## src/rtl/int_reg_write_stage.sv

```systemverilog
// Integer register-write stage: latches execution results, writes the
// physical register file, reports done/replay to the active list, tracks
// the oldest branch mispredict, and queues resolved branches for the
// predictor.
// Optional: define INT_RW_PERF_CNT_EN to add mispredict/replay counters.
module int_reg_write_stage #(
  parameter int ISSUE_WIDTH  = 2,
  parameter int DATA_WIDTH   = 32,
  parameter int PREG_WIDTH   = 7,
  parameter int AL_PTR_WIDTH = 6,
  parameter int PC_WIDTH     = 32,
  parameter int BRQ_DEPTH    = 4
) (
  input  logic                               clk,
  input  logic                               rst,
  input  logic                               stall,
  input  logic                               clear,
  input  logic [ISSUE_WIDTH-1:0]             in_valid,
  input  logic [ISSUE_WIDTH*AL_PTR_WIDTH-1:0] in_al_ptr,
  input  logic [ISSUE_WIDTH-1:0]             in_dst_we,
  input  logic [ISSUE_WIDTH*PREG_WIDTH-1:0]  in_dst_preg,
  input  logic [ISSUE_WIDTH*DATA_WIDTH-1:0]  in_data,
  input  logic [ISSUE_WIDTH-1:0]             in_data_valid,
  input  logic [ISSUE_WIDTH-1:0]             in_br_valid,
  input  logic [ISSUE_WIDTH-1:0]             in_br_mispred,
  input  logic [ISSUE_WIDTH-1:0]             in_br_taken,
  input  logic [ISSUE_WIDTH*PC_WIDTH-1:0]    in_br_pc,
  input  logic [ISSUE_WIDTH*PC_WIDTH-1:0]    in_br_target,
  input  logic [AL_PTR_WIDTH-1:0]            al_head,
  input  logic                               recovery_ack,
  input  logic                               bpu_ready,
  output logic [ISSUE_WIDTH-1:0]             rf_we,
  output logic [ISSUE_WIDTH*PREG_WIDTH-1:0]  rf_waddr,
  output logic [ISSUE_WIDTH*DATA_WIDTH-1:0]  rf_wdata,
  output logic [ISSUE_WIDTH-1:0]             al_done,
  output logic [ISSUE_WIDTH-1:0]             al_replay,
  output logic [ISSUE_WIDTH*AL_PTR_WIDTH-1:0] al_done_ptr,
  output logic                               recovery_req,
  output logic [AL_PTR_WIDTH-1:0]            recovery_ptr,
  output logic [PC_WIDTH-1:0]                recovery_target,
  output logic                               bpu_valid,
  output logic [PC_WIDTH-1:0]                bpu_pc,
  output logic                               bpu_taken,
  output logic                               brq_stall_req
`ifdef INT_RW_PERF_CNT_EN
  ,
  output logic [31:0]                        perf_mispred_cnt,
  output logic [31:0]                        perf_replay_cnt
`endif
);

  localparam int PW = $clog2(BRQ_DEPTH);
  localparam int CW = PW + 1;
  localparam logic [CW-1:0] DEPTH_C = CW'(BRQ_DEPTH);
  localparam logic [CW-1:0] IW_C    = CW'(ISSUE_WIDTH);

  typedef enum logic {REC_IDLE, REC_REQ} rec_state_e;

  logic [ISSUE_WIDTH-1:0]              valid_q, dst_we_q, data_valid_q;
  logic [ISSUE_WIDTH-1:0]              br_valid_q, br_mispred_q, br_taken_q;
  logic [ISSUE_WIDTH*AL_PTR_WIDTH-1:0] al_ptr_q;
  logic [ISSUE_WIDTH*PREG_WIDTH-1:0]   dst_preg_q;
  logic [ISSUE_WIDTH*DATA_WIDTH-1:0]   data_q;
  logic [ISSUE_WIDTH*PC_WIDTH-1:0]     br_pc_q, br_target_q;

  // Pipeline register: capture when not stalled; clear overrides capture
  always_ff @(posedge clk or posedge rst) begin
    if (rst) begin
      valid_q      <= '0;
      dst_we_q     <= '0;
      data_valid_q <= '0;
      br_valid_q   <= '0;
      br_mispred_q <= '0;
      br_taken_q   <= '0;
      al_ptr_q     <= '0;
      dst_preg_q   <= '0;
      data_q       <= '0;
      br_pc_q      <= '0;
      br_target_q  <= '0;
    end else begin
      if (!stall) begin
        valid_q      <= in_valid;
        dst_we_q     <= in_dst_we;
        data_valid_q <= in_data_valid;
        br_valid_q   <= in_br_valid;
        br_mispred_q <= in_br_mispred;
        br_taken_q   <= in_br_taken;
        al_ptr_q     <= in_al_ptr;
        dst_preg_q   <= in_dst_preg;
        data_q       <= in_data;
        br_pc_q      <= in_br_pc;
        br_target_q  <= in_br_target;
      end
      if (clear) valid_q <= '0;
    end
  end

  logic [ISSUE_WIDTH-1:0] lane_v, wb_ok;

  assign lane_v      = valid_q & {ISSUE_WIDTH{~stall}};
  assign wb_ok       = lane_v & data_valid_q;
  assign rf_we       = wb_ok & dst_we_q;
  assign rf_waddr    = dst_preg_q;
  assign rf_wdata    = data_q;
  assign al_done     = wb_ok;
  assign al_replay   = lane_v & ~data_valid_q;
  assign al_done_ptr = al_ptr_q;

  logic                    cand_any, rec_load;
  logic [AL_PTR_WIDTH-1:0] cand_age, cand_ptr, held_age;
  logic [PC_WIDTH-1:0]     cand_tgt;
  rec_state_e              rec_state_q;
  logic                    rec_req_q;
  logic [AL_PTR_WIDTH-1:0] rec_ptr_q;
  logic [PC_WIDTH-1:0]     rec_tgt_q;

  // Oldest mispredicted branch; strict compare keeps the lower lane on ties
  always_comb begin : mispred_sel
    logic [AL_PTR_WIDTH-1:0] lane_age;
    cand_any = 1'b0;
    cand_age = '0;
    cand_ptr = '0;
    cand_tgt = '0;
    lane_age = '0;
    for (int unsigned i = 0; i < ISSUE_WIDTH; i++) begin
      lane_age = al_ptr_q[i*AL_PTR_WIDTH +: AL_PTR_WIDTH] - al_head;
      if (wb_ok[i] && br_valid_q[i] && br_mispred_q[i] &&
          (!cand_any || (lane_age < cand_age))) begin
        cand_any = 1'b1;
        cand_age = lane_age;
        cand_ptr = al_ptr_q[i*AL_PTR_WIDTH +: AL_PTR_WIDTH];
        cand_tgt = br_target_q[i*PC_WIDTH +: PC_WIDTH];
      end
    end
    held_age = rec_ptr_q - al_head;
    rec_load = cand_any && ((rec_state_q == REC_IDLE) || recovery_ack ||
                            (cand_age < held_age));
  end

  // Recovery FSM: hold the oldest pending redirect until acknowledged
  always_ff @(posedge clk or posedge rst) begin
    if (rst) begin
      rec_state_q <= REC_IDLE;
      rec_req_q   <= 1'b0;
      rec_ptr_q   <= '0;
      rec_tgt_q   <= '0;
    end else begin
      case (rec_state_q)
        REC_IDLE: begin
          if (rec_load) begin
            rec_state_q <= REC_REQ;
            rec_req_q   <= 1'b1;
            rec_ptr_q   <= cand_ptr;
            rec_tgt_q   <= cand_tgt;
          end
        end
        REC_REQ: begin
          if (recovery_ack && !cand_any) begin
            rec_state_q <= REC_IDLE;
            rec_req_q   <= 1'b0;
          end else if (rec_load) begin
            rec_ptr_q <= cand_ptr;
            rec_tgt_q <= cand_tgt;
          end
        end
        default: begin
          rec_state_q <= REC_IDLE;
          rec_req_q   <= 1'b0;
        end
      endcase
    end
  end

  assign recovery_req    = rec_req_q;
  assign recovery_ptr    = rec_ptr_q;
  assign recovery_target = rec_tgt_q;

  logic [PC_WIDTH-1:0] brq_pc_q    [BRQ_DEPTH];
  logic                brq_taken_q [BRQ_DEPTH];
  logic [PW-1:0]       rd_ptr_q, rd_ptr_d, wr_ptr_q, wr_ptr_d;
  logic [CW-1:0]       count_q, count_d, room, push_cnt;
  logic                stall_req_q, stall_req_d, pop;
  logic [ISSUE_WIDTH-1:0] push_en;
  logic [PW-1:0]       push_slot [ISSUE_WIDTH];

  // Branch FIFO bookkeeping; a same-cycle pop frees a slot for a push
  always_comb begin
    pop      = bpu_valid && bpu_ready;
    room     = DEPTH_C - count_q + CW'(pop);
    push_cnt = '0;
    for (int unsigned i = 0; i < ISSUE_WIDTH; i++) begin
      push_en[i]   = 1'b0;
      push_slot[i] = wr_ptr_q + push_cnt[PW-1:0];
      if (wb_ok[i] && br_valid_q[i] && (push_cnt < room)) begin
        push_en[i] = 1'b1;
        push_cnt   = push_cnt + CW'(1);
      end
    end
    count_d     = count_q + push_cnt - CW'(pop);
    wr_ptr_d    = wr_ptr_q + push_cnt[PW-1:0];
    rd_ptr_d    = rd_ptr_q + PW'(pop);
    stall_req_d = (DEPTH_C - count_d) < IW_C;
  end

  // Branch FIFO storage and pointers
  always_ff @(posedge clk or posedge rst) begin
    if (rst) begin
      for (int unsigned k = 0; k < BRQ_DEPTH; k++) begin
        brq_pc_q[k]    <= '0;
        brq_taken_q[k] <= 1'b0;
      end
      rd_ptr_q    <= '0;
      wr_ptr_q    <= '0;
      count_q     <= '0;
      stall_req_q <= 1'b0;
    end else begin
      for (int unsigned i = 0; i < ISSUE_WIDTH; i++) begin
        if (push_en[i]) begin
          brq_pc_q[push_slot[i]]    <= br_pc_q[i*PC_WIDTH +: PC_WIDTH];
          brq_taken_q[push_slot[i]] <= br_taken_q[i];
        end
      end
      rd_ptr_q    <= rd_ptr_d;
      wr_ptr_q    <= wr_ptr_d;
      count_q     <= count_d;
      stall_req_q <= stall_req_d;
    end
  end

  assign bpu_valid     = (count_q != '0);
  assign bpu_pc        = brq_pc_q[rd_ptr_q];
  assign bpu_taken     = brq_taken_q[rd_ptr_q];
  assign brq_stall_req = stall_req_q;

`ifdef INT_RW_PERF_CNT_EN
  logic [31:0] mispred_cnt_q, replay_cnt_q, replay_pop;

  // Number of lanes replaying this cycle
  always_comb begin
    replay_pop = '0;
    for (int unsigned i = 0; i < ISSUE_WIDTH; i++)
      replay_pop = replay_pop + 32'(al_replay[i]);
  end

  // Free-running wrap-around performance counters
  always_ff @(posedge clk or posedge rst) begin
    if (rst) begin
      mispred_cnt_q <= '0;
      replay_cnt_q  <= '0;
    end else begin
      if (rec_load) mispred_cnt_q <= mispred_cnt_q + 32'd1;
      replay_cnt_q <= replay_cnt_q + replay_pop;
    end
  end

  assign perf_mispred_cnt = mispred_cnt_q;
  assign perf_replay_cnt  = replay_cnt_q;
`endif

endmodule

```

## config.mk

```make
export PLATFORM = sky130hd
export DESIGN_NAME = int_reg_write_stage
export DESIGN_NICKNAME = d
export VERILOG_FILES = /design/src/rtl/int_reg_write_stage.sv
export SDC_FILE = /design/constraint.sdc
export NUM_CORES = 1
export LEC_CHECK = 0
export ABC_AREA = 1
export BUFFER_PORTS_ARGS = -buffer_cell sky130_fd_sc_hd__buf_2
export CORE_ASPECT_RATIO = 1.5
export CORE_MARGIN = 2
export CORE_UTILIZATION = 30
export DETAILED_ROUTE_END_ITERATION = 7
export GPL_ROUTABILITY_DRIVEN = 0
export SETUP_SLACK_MARGIN = 0.05
export SLEW_MARGIN = 20
export SYNTH_ARGS = -nofsm -noshare
export SYNTH_HDL_FRONTEND = slang
export SYNTH_SLANG_ARGS = --single-unit
```

## constraint.sdc

```tcl
create_clock -name clk -period 13.3 [get_ports clk]
set_input_delay 2.66 -clock clk [delete_from_list [all_inputs] [get_ports clk]]
set_output_delay 2.66 -clock clk [all_outputs]
set_load 0.05 [all_outputs]
```

After elaboration in Yosys (flattened, before gate mapping) --
Cells that the tools add are included.
Operators by class: add/sub/neg operators 12, $lt $le $gt $ge 10, equal/unequal tests 4, mux-type cells 48, bitwise logic cells 10, reductions and logical operators 19
Operators with widths (number):
- $bwmux W128 | 2
- $mux W128 | 2
- $mux W32 | 8
- $demux W32 S2 | 2
- $bmux W32 S2 | 1
- $pmux W32 S2 | 1
- $mux W6 | 6
- $sub A6 B6 Y6 | 3
- $mux W1 | 13
- $logic_and A1 B1 Y1 | 12
- $lt A6 B6 Y1 | 2
- $pmux W6 S2 | 1
- $ge A3 B3 Y1 const B | 3
- $not A2 Y3 | 3
- $and A2 B2 Y2 | 4
- $bwmux W4 | 2
- $mux W4 | 2
- $lt A3 B1 Y1 const B | 2
- $sub A3 B3 Y3 const A | 2
- $add A2 B2 Y2 | 2
- $demux W1 S2 | 2
- $mux W2 | 2
- $ne A2 B1 Y1 const B | 2
- $ne A2 B2 Y1 const B | 2
- other kinds (17) | 22
Storage, ports and cells: register bits after elaboration 410, bits of input ports 242, output and inout port bits 170, word-level logic and storage cells 130

Depth between registers and ports, before layout --
word-level depth 16, depth in mapped cells 34, gate-level depth less buffers 31

Worst setup path before layout --
Ideal clock, no wire load.
path kind in2out, start input stall, end output al_replay[0], data arrival time 4.067 ns, data required time 10.640 ns, slack 6.573 ns, stages 3, path buffers 2, cell sequence buf_6 > clkbuf_1 > nor3_1
On the way: longest elaborated chain between the ends 3
Ends and longest elaborated chain:
- from (decl) | RTL line 16 | input logic stall,
- $not A1 Y1 | RTL line 100 | assign lane_v = valid_q & {ISSUE_WIDTH{~stall}};
- $and A2 B2 Y2 | RTL line 100
- $and A2 B2 Y2 | RTL line 106 | assign al_replay = lane_v & ~data_valid_q;
- to (decl) | RTL line 36 | output logic [ISSUE_WIDTH-1:0] al_replay,
No other way between the ends.

==> metrics.md <==
| Metric | Value |
|---|---|
| CTS Hold Buffers Added | 0 |
| Routed wire length | 59.9 mm |
| Max FO, Critical Path | 158 |
| Synth Area in Compound Gates | 0.155 |
| Critical path endpoint category | register |
| Clk sinks | 410 |
| Status | finished clean |
| Max-Slew Margin vs Limit | 0.332 |
| Vias in the first global route | 16400 |
| Syn Nets | 2519 |
| Worst Max-Slew Pin Slew | 1000 ps |
| Simple-gate share of the synthesized area | 0.202 |
| Comb pwr share | 0.314 |
| Synthesis-to-finish area growth | 21.8% |
| Num CTS Buffers | 42 |
| Worst-skew pair later-pin latency | 580 ps |
| Final Hold Viols | 0 |
| Met2 GRT Util | 0.315 |
| Via density per instance | 4.84 |
| Largest family of logic cells by synthesized area | simple AND/OR/NAND/NOR gates |
| Share of cells above drive strength 1 | 0.200 |
| F_max | 0.110 GHz |
| Die area | 64700 um2 |
| Switching part of the total power | 0.382 |
| Met1 usage | 0.223 |
| Startpoint types | input port |
| CP max stage delay | 690 ps |
| P_sw | 0.00155 W |
| Slew Viols, Final | 0 |
| Final #Nets | 2842 |
| Antenna violations before repair | 12 |
| TNS Setup | 0 ps |
| Longest Clk Path Bufs | 3 |
| H-tree lvl count | 2 |
| Sequential fraction of design power | 0.383 |
| Ranking of synthesized cells by area | dfrtp_1 (55%), nand2_1 (16%), o21ai_0 (8.6%) |
| Top cell by count, worst path | nand2_1 |
| Mean routed wirelength per cell | 17.7 um |
| First-pass GRT wire length | 94.8 mm |
| Xor/xnor share of the synthesized area | 0.00745 |
| Yosys warning count | 0 |
| TritonCTS clock tree | yes |
| GRT Resource Usage Total | 0.184 |
| Library cells used by synthesis | 30 |
| Die width | 208 um |
| Critical Path RT | 13750 ps |
| Global route overflow | 0 |
| Tightest Hold Check Type | reg -> reg |
| Static leakage | 11.6 nW |
| RSZ-0062 raised after global routing | no |
| Top cell family by delay on the critical path | simple AND/OR/NAND/NOR gates |
| Critical path type | in -> reg |
| Mapped Area | 18800 um2 |
| Max VDD drop | 95.9 uV |
| Post-route DRC | 0 |
| Core area | 62100 um2 |
| CTS resizes | 0 |
| Dpl hpwl | 39.4 mm |
| Pwr/cell area | 177 nW/um2 |
| Global-route met3 utilization | 0.0519 |
| Cell Rows | 112 |
| Cell internal pwr | 0.00250 W |
| Die Ht | 311 um |
| DR vias | 16400 |
| DRT iter0 DRCs | 1084 |
| Fin Hold WS | 453 ps |
| Post-Syn Area per Cell | 8.40 um2 |
| Antenna-violating nets left | 0 |
| Largest net degree at the start of global routing | 168 |
| IO Port Bufs | 411 |
| Setup violations, final | 0 |
| Adder-Cell Fraction of Synth Area | 0.0276 |
| Final period util | 0.682 |
| Post-CTS Setup Inserts | 0 |
| Drt pass-1 iters | 5 |
| Initial Utilization | 0.303 |
| Worst Path Buf+Inv | 4 |
| WP data arrival | 9520 ps |
| Mux contribution to synthesized area | 0 |
| MaxCap Viol Count | 0 |
| Root Driver | clkbuf_16 |
| Synth area leader | dfrtp_1 |
| IO Count | 412 |
| Register area share after synthesis | 0.546 |
| Synth Instances | 2238 |
| Register bit total from synthesis | 410 |
| Worst clock skew | 31.6 ps |
| Yosys top cell area share | 0.546 |
| Clk pwr share | 0.303 |
| Clock slew at reported path FFs | 70 ps |
| Most Crowded Layer GR | met2 |
| Minimum clock period | 9070 ps |
| Worst path slowest cell | inv_8 |
| Finished Core Util | 0.369 |
[metrics by stage]
| stage | worst slack, ps | power, W | std cells | cell area [um2] |
|---|---|---|---|---|
| after floorplan | 5110 | 0.00247 | 2238 | 18800 |
| after global placement | 3720 | 0.00284 | 3315 | 21500 |
| after detailed placement | 3550 | 0.00285 | 3315 | 21500 |
| after CTS | 4170 | 0.00410 | 3391 | 22900 |
| after global routing | 3480 | 0.00428 | 3391 | 22900 |
| final | 4230 | 0.00405 | 3392 | 22900 |
[cell usage after synthesis, drive strengths merged]
master,number
nor2,87
nand3,91
o21ai,323
xor2,9
o211ai,132
clkbuf,120
a21o,1
dfrtp,410
o22ai,33
a21oi,13
inv,143
xnor2,7
clkinv,1
o21a,1
fa,4
a211oi,3
nand2,786
nand4,1
buf,31
nor3,6
ha,35
a31oi,1
[cells by family after synthesis]
logic type / after synthesis
buf+inv: 295
fa+ha+maj: 39
compound gates: 507
flops: 410
xor+xnor: 16
simple gates: 971
[final timing paths]
kind | from | end | slack, ps | cells after the start
max in group asynchronous | rst | br_target_q[26] | 8500 | 5
max reg2reg | al_done_ptr[0] | recovery_target[21] | 7070 | 27
min reg2reg | rec_state_q | recovery_req | 450 | 1
max | stall | recovery_target[21] | 4230 | 26
min | rec_state_q | recovery_req | 450 | 1
min in group asynchronous | rst | rf_waddr[10] | 2200 | 2
[registers in the layout, indices dropped and copies added (netlist names), 3 cells and up]
signal,count
recovery_ptr,6
count_q,3
rf_wdata,64
brq_pc_q,128
recovery_target,32
br_target_q,64
rf_waddr,14
br_pc_q,64
brq_taken_q,4
al_done_ptr,12
[power by group through the flow]
stage	Sequential, W	Clock, W	Combinational, W
2_1_floorplan	0.00165	0	0.000826
3_3_place_gp	0.00157	0	0.00127
3_5_place_dp	0.00157	0	0.00128
4_1_cts	0.00155	0.00126	0.00128
5_1_grt	0.00158	0.00131	0.00139
6_report	0.00155	0.00123	0.00127
[cell type report]
class,count,area (um2)
Fill cell,6536,39200
Sequential cell,410,10300
Multi-Input combinational cell,1533,7430
Timing Repair Buffer,430,2230
Clock buffer,61,1260
Tap cell,798,998
Inverter,144,552
Clock inverter,15,159
Antenna cell,1,2.50
[worst register-to-register path: stages (launching register included)]
cell and delay [ps]:
dfrtp_1 460, inv_1 200, ha_1 220, inv_1 60, fa_1 380, nand2_1 90, nand2_1 60, a21oi_1 190
o21ai_0 100, a21o_1 210, ha_1 280, nand2_1 60, nor2_1 130, nand2_1 70, nand2_1 60, nand2_1 70
nand2_2 100, clkinv_1 620, o21ai_0 450, ha_1 300, a21oi_1 130, nor2_1 50, a211oi_1 200, nand2_1 100
nand2_2 570, nand2_2 670, nand2_1 240, nand2_1 60
[layer usage]
metal	wire, um	share of wire
met4	1670	0.028
met1	24400	0.41
met3	4670	0.078
met5	113	0.0019
met2	29100	0.49
[cells in the final DEF (no fill, tap or decap), types with 6 or more instances in the layout]
cell	synthesis	final
o211ai_1	132	132
buf_4	2	18
nand2_1	783	783
o22ai_1	33	33
buf_2	8	410
xnor2_1	7	7
xor2_1	9	9
a21oi_1	13	13
inv_1	140	138
nand3_1	90	86
clkbuf_8	0	12
nor2_1	86	86
clkinv_2	0	7
clkbuf_1	120	6
clkbuf_16	0	43
o21ai_0	323	323
dfrtp_1	410	409
ha_1	35	35
(Power assumes the default switching activity.)
